<file path="src/rtl/sensor_access_ctrl.sv">
// Sensor access controller: zero-wait local registers, remote sensor-bus accesses and a periodic channel poller.
// Remote accesses stall the host via slave_wait for at least 2 cycles; bus_req is held until bus_ack or timeout.
module sensor_access_ctrl #(
    parameter int NUM_CHANNELS = 4,
    parameter int POLL_PERIOD  = 1000,
    parameter int TIMEOUT      = 255
) (
    input  logic        HCLK,
    input  logic        HRESETn,
    input  logic        renable,
    input  logic        wenable,
    input  logic [15:0] address,
    input  logic [15:0] command_data,
    output logic [31:0] sensor_data,
    output logic        slave_wait,
    output logic        bus_req,
    output logic        bus_write,
    output logic [3:0]  bus_addr,
    output logic [15:0] bus_wdata,
    input  logic        bus_ack,
    input  logic        bus_err,
    input  logic [15:0] bus_rdata
);

    typedef enum logic [1:0] {IDLE, HOST_BUS, POLL_BUS, HOST_DONE} state_t;

    localparam int              TW       = (POLL_PERIOD > 1) ? $clog2(POLL_PERIOD) : 1;
    localparam logic [TW-1:0]   PER_LAST = TW'(POLL_PERIOD - 1);
    localparam logic [7:0]      TO_LAST  = 8'(TIMEOUT - 1);
    localparam logic [1:0]      CH_LAST  = 2'(NUM_CHANNELS - 1);

    state_t        state_q;
    logic          poll_en_q, err_q, tout_q, pending_q, host_rd_q;
    logic          err_d, tout_d, pending_d;
    logic [1:0]    chan_q;
    logic [TW-1:0] timer_q, timer_d;
    logic [7:0]    tcnt_q;
    logic [15:0]   cache_q [4];
    logic [31:0]   rdata_q;
    logic          bus_req_q, bus_write_q;
    logic [3:0]    bus_addr_q;
    logic [15:0]   bus_wdata_q;

    logic        strobe, remote, ctrl_wr, clr_err, expire, in_bus, tmo;
    logic        new_err, take_poll, busy;
    logic [31:0] local_rd;
    logic        unused_addr;

    assign unused_addr = ^address[15:5];

    assign strobe    = renable | wenable;
    assign remote    = strobe & address[4];
    assign ctrl_wr   = wenable & (address[4:0] == 5'h00);
    assign clr_err   = ctrl_wr & command_data[1];
    assign expire    = poll_en_q & (timer_q == PER_LAST);
    assign in_bus    = (state_q == HOST_BUS) | (state_q == POLL_BUS);
    assign tmo       = in_bus & ~bus_ack & (tcnt_q == TO_LAST);
    assign new_err   = in_bus & bus_ack & bus_err;
    assign take_poll = (state_q == IDLE) & ~remote & pending_q;
    assign busy      = (state_q != IDLE);

    // A fresh error in the same cycle as clear_err must survive the clear.
    always_comb begin
        err_d     = (err_q & ~clr_err) | new_err;
        tout_d    = (tout_q & ~clr_err) | tmo;
        timer_d   = '0;
        pending_d = 1'b0;
        if (poll_en_q) begin
            timer_d   = expire ? '0 : timer_q + TW'(1);
            pending_d = (pending_q & ~take_poll) | expire;
        end
    end

    always_ff @(posedge HCLK or negedge HRESETn) begin
        if (!HRESETn) begin
            poll_en_q <= 1'b0;
            err_q     <= 1'b0;
            tout_q    <= 1'b0;
            pending_q <= 1'b0;
            timer_q   <= '0;
        end else begin
            if (ctrl_wr) poll_en_q <= command_data[0];
            err_q     <= err_d;
            tout_q    <= tout_d;
            pending_q <= pending_d;
            timer_q   <= timer_d;
        end
    end

    always_ff @(posedge HCLK or negedge HRESETn) begin
        if (!HRESETn) begin
            state_q     <= IDLE;
            bus_req_q   <= 1'b0;
            bus_write_q <= 1'b0;
            bus_addr_q  <= '0;
            bus_wdata_q <= '0;
            tcnt_q      <= '0;
            rdata_q     <= '0;
            host_rd_q   <= 1'b0;
            chan_q      <= '0;
            for (int i = 0; i < 4; i++) cache_q[i] <= '0;
        end else begin
            case (state_q)
                IDLE: begin
                    if (remote) begin
                        state_q     <= HOST_BUS;
                        bus_req_q   <= 1'b1;
                        bus_write_q <= wenable;
                        bus_addr_q  <= address[3:0];
                        bus_wdata_q <= command_data;
                        host_rd_q   <= ~wenable;
                        tcnt_q      <= '0;
                    end else if (pending_q) begin
                        state_q     <= POLL_BUS;
                        bus_req_q   <= 1'b1;
                        bus_write_q <= 1'b0;
                        bus_addr_q  <= {2'b00, chan_q};
                        bus_wdata_q <= '0;
                        tcnt_q      <= '0;
                    end
                end
                HOST_BUS: begin
                    if (bus_ack | tmo) begin
                        state_q   <= HOST_DONE;
                        bus_req_q <= 1'b0;
                        rdata_q   <= (bus_ack & ~bus_err) ? {16'h0, bus_rdata} : 32'h0000_DEAD;
                    end else begin
                        tcnt_q <= tcnt_q + 8'd1;
                    end
                end
                POLL_BUS: begin
                    // A failed poll keeps the stale cache entry but still moves on.
                    if (bus_ack | tmo) begin
                        state_q   <= IDLE;
                        bus_req_q <= 1'b0;
                        if (bus_ack & ~bus_err) cache_q[chan_q] <= bus_rdata;
                        chan_q    <= (chan_q == CH_LAST) ? 2'd0 : chan_q + 2'd1;
                    end else begin
                        tcnt_q <= tcnt_q + 8'd1;
                    end
                end
                HOST_DONE: state_q <= IDLE;
                default:   state_q <= IDLE;
            endcase
        end
    end

    always_comb begin
        local_rd = '0;
        case (address[4:0])
            5'h00: local_rd = {31'h0, poll_en_q};
            5'h01: local_rd = {26'h0, chan_q, 1'b0, tout_q, err_q, busy};
            5'h04, 5'h05, 5'h06, 5'h07:
                if ({30'd0, address[1:0]} < 32'(NUM_CHANNELS))
                    local_rd = {16'h0, cache_q[address[1:0]]};
            default: local_rd = '0;
        endcase
    end

    // Outputs are gated by reset so an in-flight stall releases immediately.
    always_comb begin
        sensor_data = '0;
        if (HRESETn) begin
            if ((state_q == HOST_DONE) && host_rd_q) sensor_data = rdata_q;
            else if (renable && !address[4])         sensor_data = local_rd;
        end
    end

    assign slave_wait = HRESETn & ((state_q == HOST_BUS) |
                                   (remote & ((state_q == IDLE) | (state_q == POLL_BUS))));

    assign bus_req   = bus_req_q;
    assign bus_write = bus_write_q;
    assign bus_addr  = bus_addr_q;
    assign bus_wdata = bus_wdata_q;

endmodule
</file>
<file path="config.mk">
export PLATFORM = sky130hd
export DESIGN_NAME = sensor_access_ctrl
export DESIGN_NICKNAME = d
export VERILOG_FILES = /design/src/rtl/sensor_access_ctrl.sv
export SDC_FILE = /design/constraint.sdc
export NUM_CORES = 1
export LEC_CHECK = 0
export ABC_AREA = 0
export BUFFER_PORTS_ARGS = -buffer_cell sky130_fd_sc_hd__buf_2
export CAP_MARGIN = 20
export CORE_MARGIN = 1.5
export CORE_UTILIZATION = 45
export CTS_CLUSTER_DIAMETER = 100
export DETAILED_ROUTE_END_ITERATION = 16
export PLACE_DENSITY_LB_ADDON = 0.08
export SLEW_MARGIN = 15
export SYNTH_ARGS = -nofsm -noshare
export SYNTH_HDL_FRONTEND = slang
export SYNTH_SLANG_ARGS = --single-unit
</file>
<file path="constraint.sdc">
create_clock -name HCLK -period 4.03 [get_ports HCLK]
set_clock_uncertainty 0.15 [all_clocks]
set_input_delay 0 -clock HCLK [delete_from_list [all_inputs] [get_ports HCLK]]
set_output_delay 0 -clock HCLK [all_outputs]
set_load 0.03 [all_outputs]
</file>
**Word level (Yosys, flattened, before mapping)**

Cells that the tools add are included.

- Register bits: 145
- Latch bits: 0
- Bits in writable memories: 0
- ROM bits: 0
- Input bits: 54
- Output and inout port bits: 55
- Word-level logic and storage cells: 125
- Memories: 0

- $add $sub $neg: 3
- Multipliers: 0
- Div/mod/pow operators: 0
- $lt $le $gt $ge: 3
- Equality and inequality tests: 16
- Shift-type cells: 0
- Mux-type cells: 34
- Bitwise gates (word level): 32
- Reduce and logical (&&, ||, !) cells: 19

Operators by type and width:

| operator | number |
|---|---|
| 2-to-1 mux 16 bit | 6 |
| 2-to-1 mux 32 bit | 3 |
| bitwise mux 64 bit | 1 |
| case mux 16 bit (3 select lines) | 1 |
| binary-select mux 16 bit (select 2 bit) | 1 |
| demux 16 bit (select 2 bit) | 1 |
| 2-to-1 mux 8 bit | 3 |
| == test 5 x 3 -> 1 bit, second input constant | 4 |
| 2-to-1 mux 10 bit | 2 |
| AND 1 bit | 16 |
| case mux 8 bit (2 select lines) | 1 |
| AND reduction 3 bit | 4 |
| adder 10 x 1 -> 10 bit, second input constant | 1 |
| == test 10 bit, second input constant | 1 |
| 2-to-1 mux 2 bit | 5 |
| adder 8 x 1 -> 8 bit, second input constant | 1 |
| == test 8 bit, second input constant | 1 |
| 2-to-1 mux 4 bit | 2 |
| OR 1 bit | 8 |
| case mux 2 bit (4 select lines) | 1 |
| AND reduction 2 bit | 4 |
| == test 2 bit, second input constant | 3 |
| greater-or-equal comparator 3 bit, second input constant | 2 |
| 2-to-1 mux 1 bit | 6 |
| 17 further kinds | 29 |

**Longest topological paths before layout**

- Depth in word-level cells: 9
- Gate-level depth with buffers: 9
- Mapped depth without buffers: 6

**Worst setup path before layout**

OpenSTA, ideal clock, no wires.

- Path type: reg-to-output
- Start point: register state_q[0]
- End point: output sensor_data[0]
- Data arrival time: 1,992 ps
- Data required time: 3,880 ps
- Setup slack: 1,888 ps
- Cell stages (with the launch flop): 7
- Path buffers: 2
- Path through: dfrtp_1 ha_1 and2_1 clkbuf_1 clkbuf_1 a21oi_1 nor3b_1

- Word-level cells in the longest chain between the ends: 5
- Elaborated cells on any way between the ends: 7
- Those cells by class: 1 x eq/ne; 4 x mux; 2 x reduce/logical

RTL lines:

| element | line | RTL |
|---|---|---|
| from (decl) | 32 | `state_t state_q;` |
| from (signal assigned) | 92 | `state_q <= IDLE;` |
| from (signal assigned) | 106 | `state_q <= HOST_BUS;` |
| from (signal assigned) | 114 | `state_q <= POLL_BUS;` |
| nonzero test 2 bit | 60 | `assign busy = (state_q != IDLE);` |
| case mux 16 bit (3 select lines) | 150 | `case (address[4:0])` |
| 2-to-1 mux 32 bit | 165 | `else if (renable && !address[4]) sensor_data = local_rd;` |
| 2-to-1 mux 32 bit (*) | 164 | `if ((state_q == HOST_DONE) && host_rd_q) sensor_data = rdata_q;` |
| 2-to-1 mux 32 bit (*) | 163 | `if (HRESETn) begin` |
| to (decl) | 14 | `output logic [31:0] sensor_data,` |

Mark *: on every way between the ends. The rest lies on a longest branch, timed or not.

**Worst setup path in the final report**

- Start point: register state_q[0]
- End point: register tcnt_q[3]

- Word-level cells in the longest chain between the ends: 7
- Elaborated cells on any way between the ends: 13
- Those cells by class: 4 x eq/ne; 1 x mux; 4 x bitwise; 4 x reduce/logical

RTL lines:

| element | line | RTL |
|---|---|---|
| == test 2 x 1 -> 1 bit / == test 2 bit (equally long branches) | 56, 103 |  |
| OR 1 bit | 56 | `assign in_bus = (state_q == HOST_BUS) \| (state_q == POLL_BUS);` |
| AND 1 bit (2 in a row) | 57 | `assign tmo = in_bus & ~bus_ack & (tcnt_q == TO_LAST);` |
| OR 1 bit | 123, 133 |  |
| inequality test 2 bit (no line) | - |  |
| AND reduction 3 bit (no line) | - |  |
| to (signal assigned) | 128 | `tcnt_q <= tcnt_q + 8'd1;` |
| to (signal assigned) | 139 | `tcnt_q <= tcnt_q + 8'd1;` |
| to (decl) | 37 | `logic [7:0] tcnt_q;` |

Several ways; a longest one is shown, not always the timed one.
A chain may end at the register's enable or synchronous reset.

==> impl_metrics.yaml <==
global_route:
  globalRouteMet2Util_pct: 35.5
  grt_use_met3_pct: 5.36
  overflow: 0
  grt_pass1_wl_um: 23400
  use_met1_pct: 25.9
  busiest_layer: "met2"
  grt_pass1_vias: 4597
  grt_max_degree: 99
  grt_usage_pct: 20.9
  antenna_found_initial: 0
setup_path:
  crit_path_start_kind: "register"
  critPathKind: "register to register"
  crit_required_ns: 4.21
  path_max_fanout: 23
  crit_path_end_kind: "register"
  cp.arrival_ns: 2.95
pwr:
  fin_total_pwr_uw: 5380
  p_per_area_mw_per_mm2: 693
  max-vdd-ir-drop_mv: 0.457
  leakagePower_uw: 0.00354
final_layout:
  drive_above_1_share_pct: 34.1
  layout_commonest_cell: "dfrtp_1"
  final_util_pct: 57.9
  multi_input_area_sq_mm: 0.00276
  diodes: 0
  nets: 684
  register_area_sq_mm: 0.00323
  final_area_sq_mm: 0.00776
  areaGrowthSynthToFinish_pct: 23.8
  layout_common_cells: "dfrtp_1 (129), buf_2 (80), mux2_2 (69)"
  fillers: 1144
yosys:
  yosys_most_used_dff: "dfrtp_1"
  synthCells: 503
  synth_top_cell_by_area: "dfrtp_1"
  yosys-top-cells-area: "dfrtp_1 (51%), mux2_2 (12%), mux4_2 (5.7%)"
  ys_warn_count: 0
  ys_seq_area_share_pct: 51.5
  synth.top_cell.area_share_pct: 51.5
  syn_area_per_cell_sq_um: 12.5
  syn-cell-area_sq_mm: 0.00627
  synth_edf_count: 0
  synthArstFlopShare_pct: 100
  synthDistinctLibCells: 53
  synth-seq-cells: 129
min_path:
  worstHoldPathType: "input port to asynchronous set/reset pin"
clock_network:
  clockBufferDepth: 2
  cts_tree: "done"
  cts_resized: 0
  insertion_delay_ns: 0.41
  root_buffer: "clkbuf_16"
  clkSlewWorstSetupHoldPaths_ns: 0.06
  cts_buffers: 17
  cts_sinks: 129
  htree_levels: 4
routing:
  drtIter0Drc: 181
  wl_um: 14300
  via_count: 4410
  post-route-drc-count: 0
  drt_first_pass_iters: 4
  antenna_left: 0
  wl_per_cell_um: 17.8
  drt-vias-per-instance: 5.46
die:
  die_area_sq_mm: 0.0146
  placementRows: 42
  core_sq_mm: 0.0134
  num_io_pins: 109
  dieWidth_um: 121
  die_h_um: 121
  start_util_pct: 46.8
status:
  status: "finished, final reports clean"
sta:
  drv_slew: 0
  fin_crit_sh_pct: 68.7
  hold_viol_final: 0
  finalSetupViolCount: 0
  slew_headroom_pct: 38.1
  min_period_ns: 2.77
  rsz0062_at_grt: "false"
  tns_ns: 0
  clock.fmax_mhz: 361
  tightest_slew_ns: 0.927
job:
  drv_cap: 0
place:
  gp_congestion: 0.736
  port_buffers: 81
  dp_hpwl_um: 8870
  postPlaceCellArea_sq_mm: 0.00669
critical path: stages, from the launching register on:
cell and delay, ns:
dfrtp_1 0.40, inv_1 0.15, ha_1 0.37, o211a_1 0.73, nor2_2 0.21, or4_1 0.51
a21oi_1 0.17
layer usage:
layer | part of all wire, % | up-vias
li1 | - | 2043
met1 | 44 | 2230
met2 | 50 | 115
met3 | 4.6 | 22
met4 | 1.7 | 0
met5 | 0 | -
power breakdown:
group,switching [uW],internal (uW)
logic,872,770
clock network,562,1070
registers,291,1810
per-stage QoR:
| stage | instances | setup slack (ns) | hold slack (ns) |
|---|---|---|---|
| after CTS | 806 | 0.991 | 0.113 |
| final | 807 | 1.26 | 0.0809 |
| after detailed placement | 732 | 1.02 | -0.0159 |
| after global placement | 732 | 1.09 | -0.0293 |
| after global routing | 807 | 0.999 | 0.133 |
| after floorplan | 518 | 1.89 | -0.446 |
Yosys cell counts (7+ instances only):
cell type,instances
nand2_1,13
mux4_2,16
a22o_1,18
buf_4,26
nand4_1,7
nor2b_1,17
nand3_1,9
inv_1,12
o21ai_0,11
mux2i_1,7
clkbuf_1,11
a22oi_1,15
nor2_1,25
a21oi_1,30
mux2_2,69
dfrtp_1,129
buf_2,8
ha_1,12
timing repair:
item                                   in CTS  in global routing
hold buffers                               42                  0
setup endpoints to repair                   0                  0
endpoints found under the hold margin     185                  0
buffers inserted                            0                  0
path summary, 6_finish.rpt:
kind	from	end	slack, ns	cells past startpoint
max	state_q[0]	tcnt_q[3]	1.26	6
min	HRESETn	tcnt_q[2]	0.08	2
max reg2reg	state_q[0]	tcnt_q[3]	1.26	6
min reg2reg	timer_q[0]	timer_q[0]	0.31	1
max in group asynchronous	HRESETn	bus_wdata[13]	2.76	3
min in group HCLK	address[1]	bus_addr[1]	0.12	3
cell type report:
cell class                 count  share of cell area [%]
inverter                      12                   0.580
clock inverter                12                    2.34
clock buffer                  20                    5.88
timing repair buffer         127                    11.2
sequential                   129                    41.6
tap                          176                    2.84
multi-input combinational    331                    35.6
cells by family after synthesis:
logic type / count (synthesis) / share of synthesized area [%]
buffers and inverters: 58 / 5.31
adder cells (fa/ha/maj): 12 / 2.40
AND/OR/NAND/NOR: 104 / 9.22
AO/OA/AOI/OAI: 99 / 11.1
other: 1 / 0.0598
XOR/XNOR: 8 / 1.12
flip-flops: 129 / 51.5
multiplexers: 92 / 19.3
registers in the layout (all words and copies together) (netlist names):
signal,cells
cache_q,64
bus_wdata,16
rdata_q,16
timer_q,10
tcnt_q,8
bus_addr,4
chan_q,2
state_q,2
bus_req,1
bus_write,1
err_q,1
host_rd_q,1
pending_q,1
poll_en_q,1
tout_q,1
(Power assumes the default switching activity.)
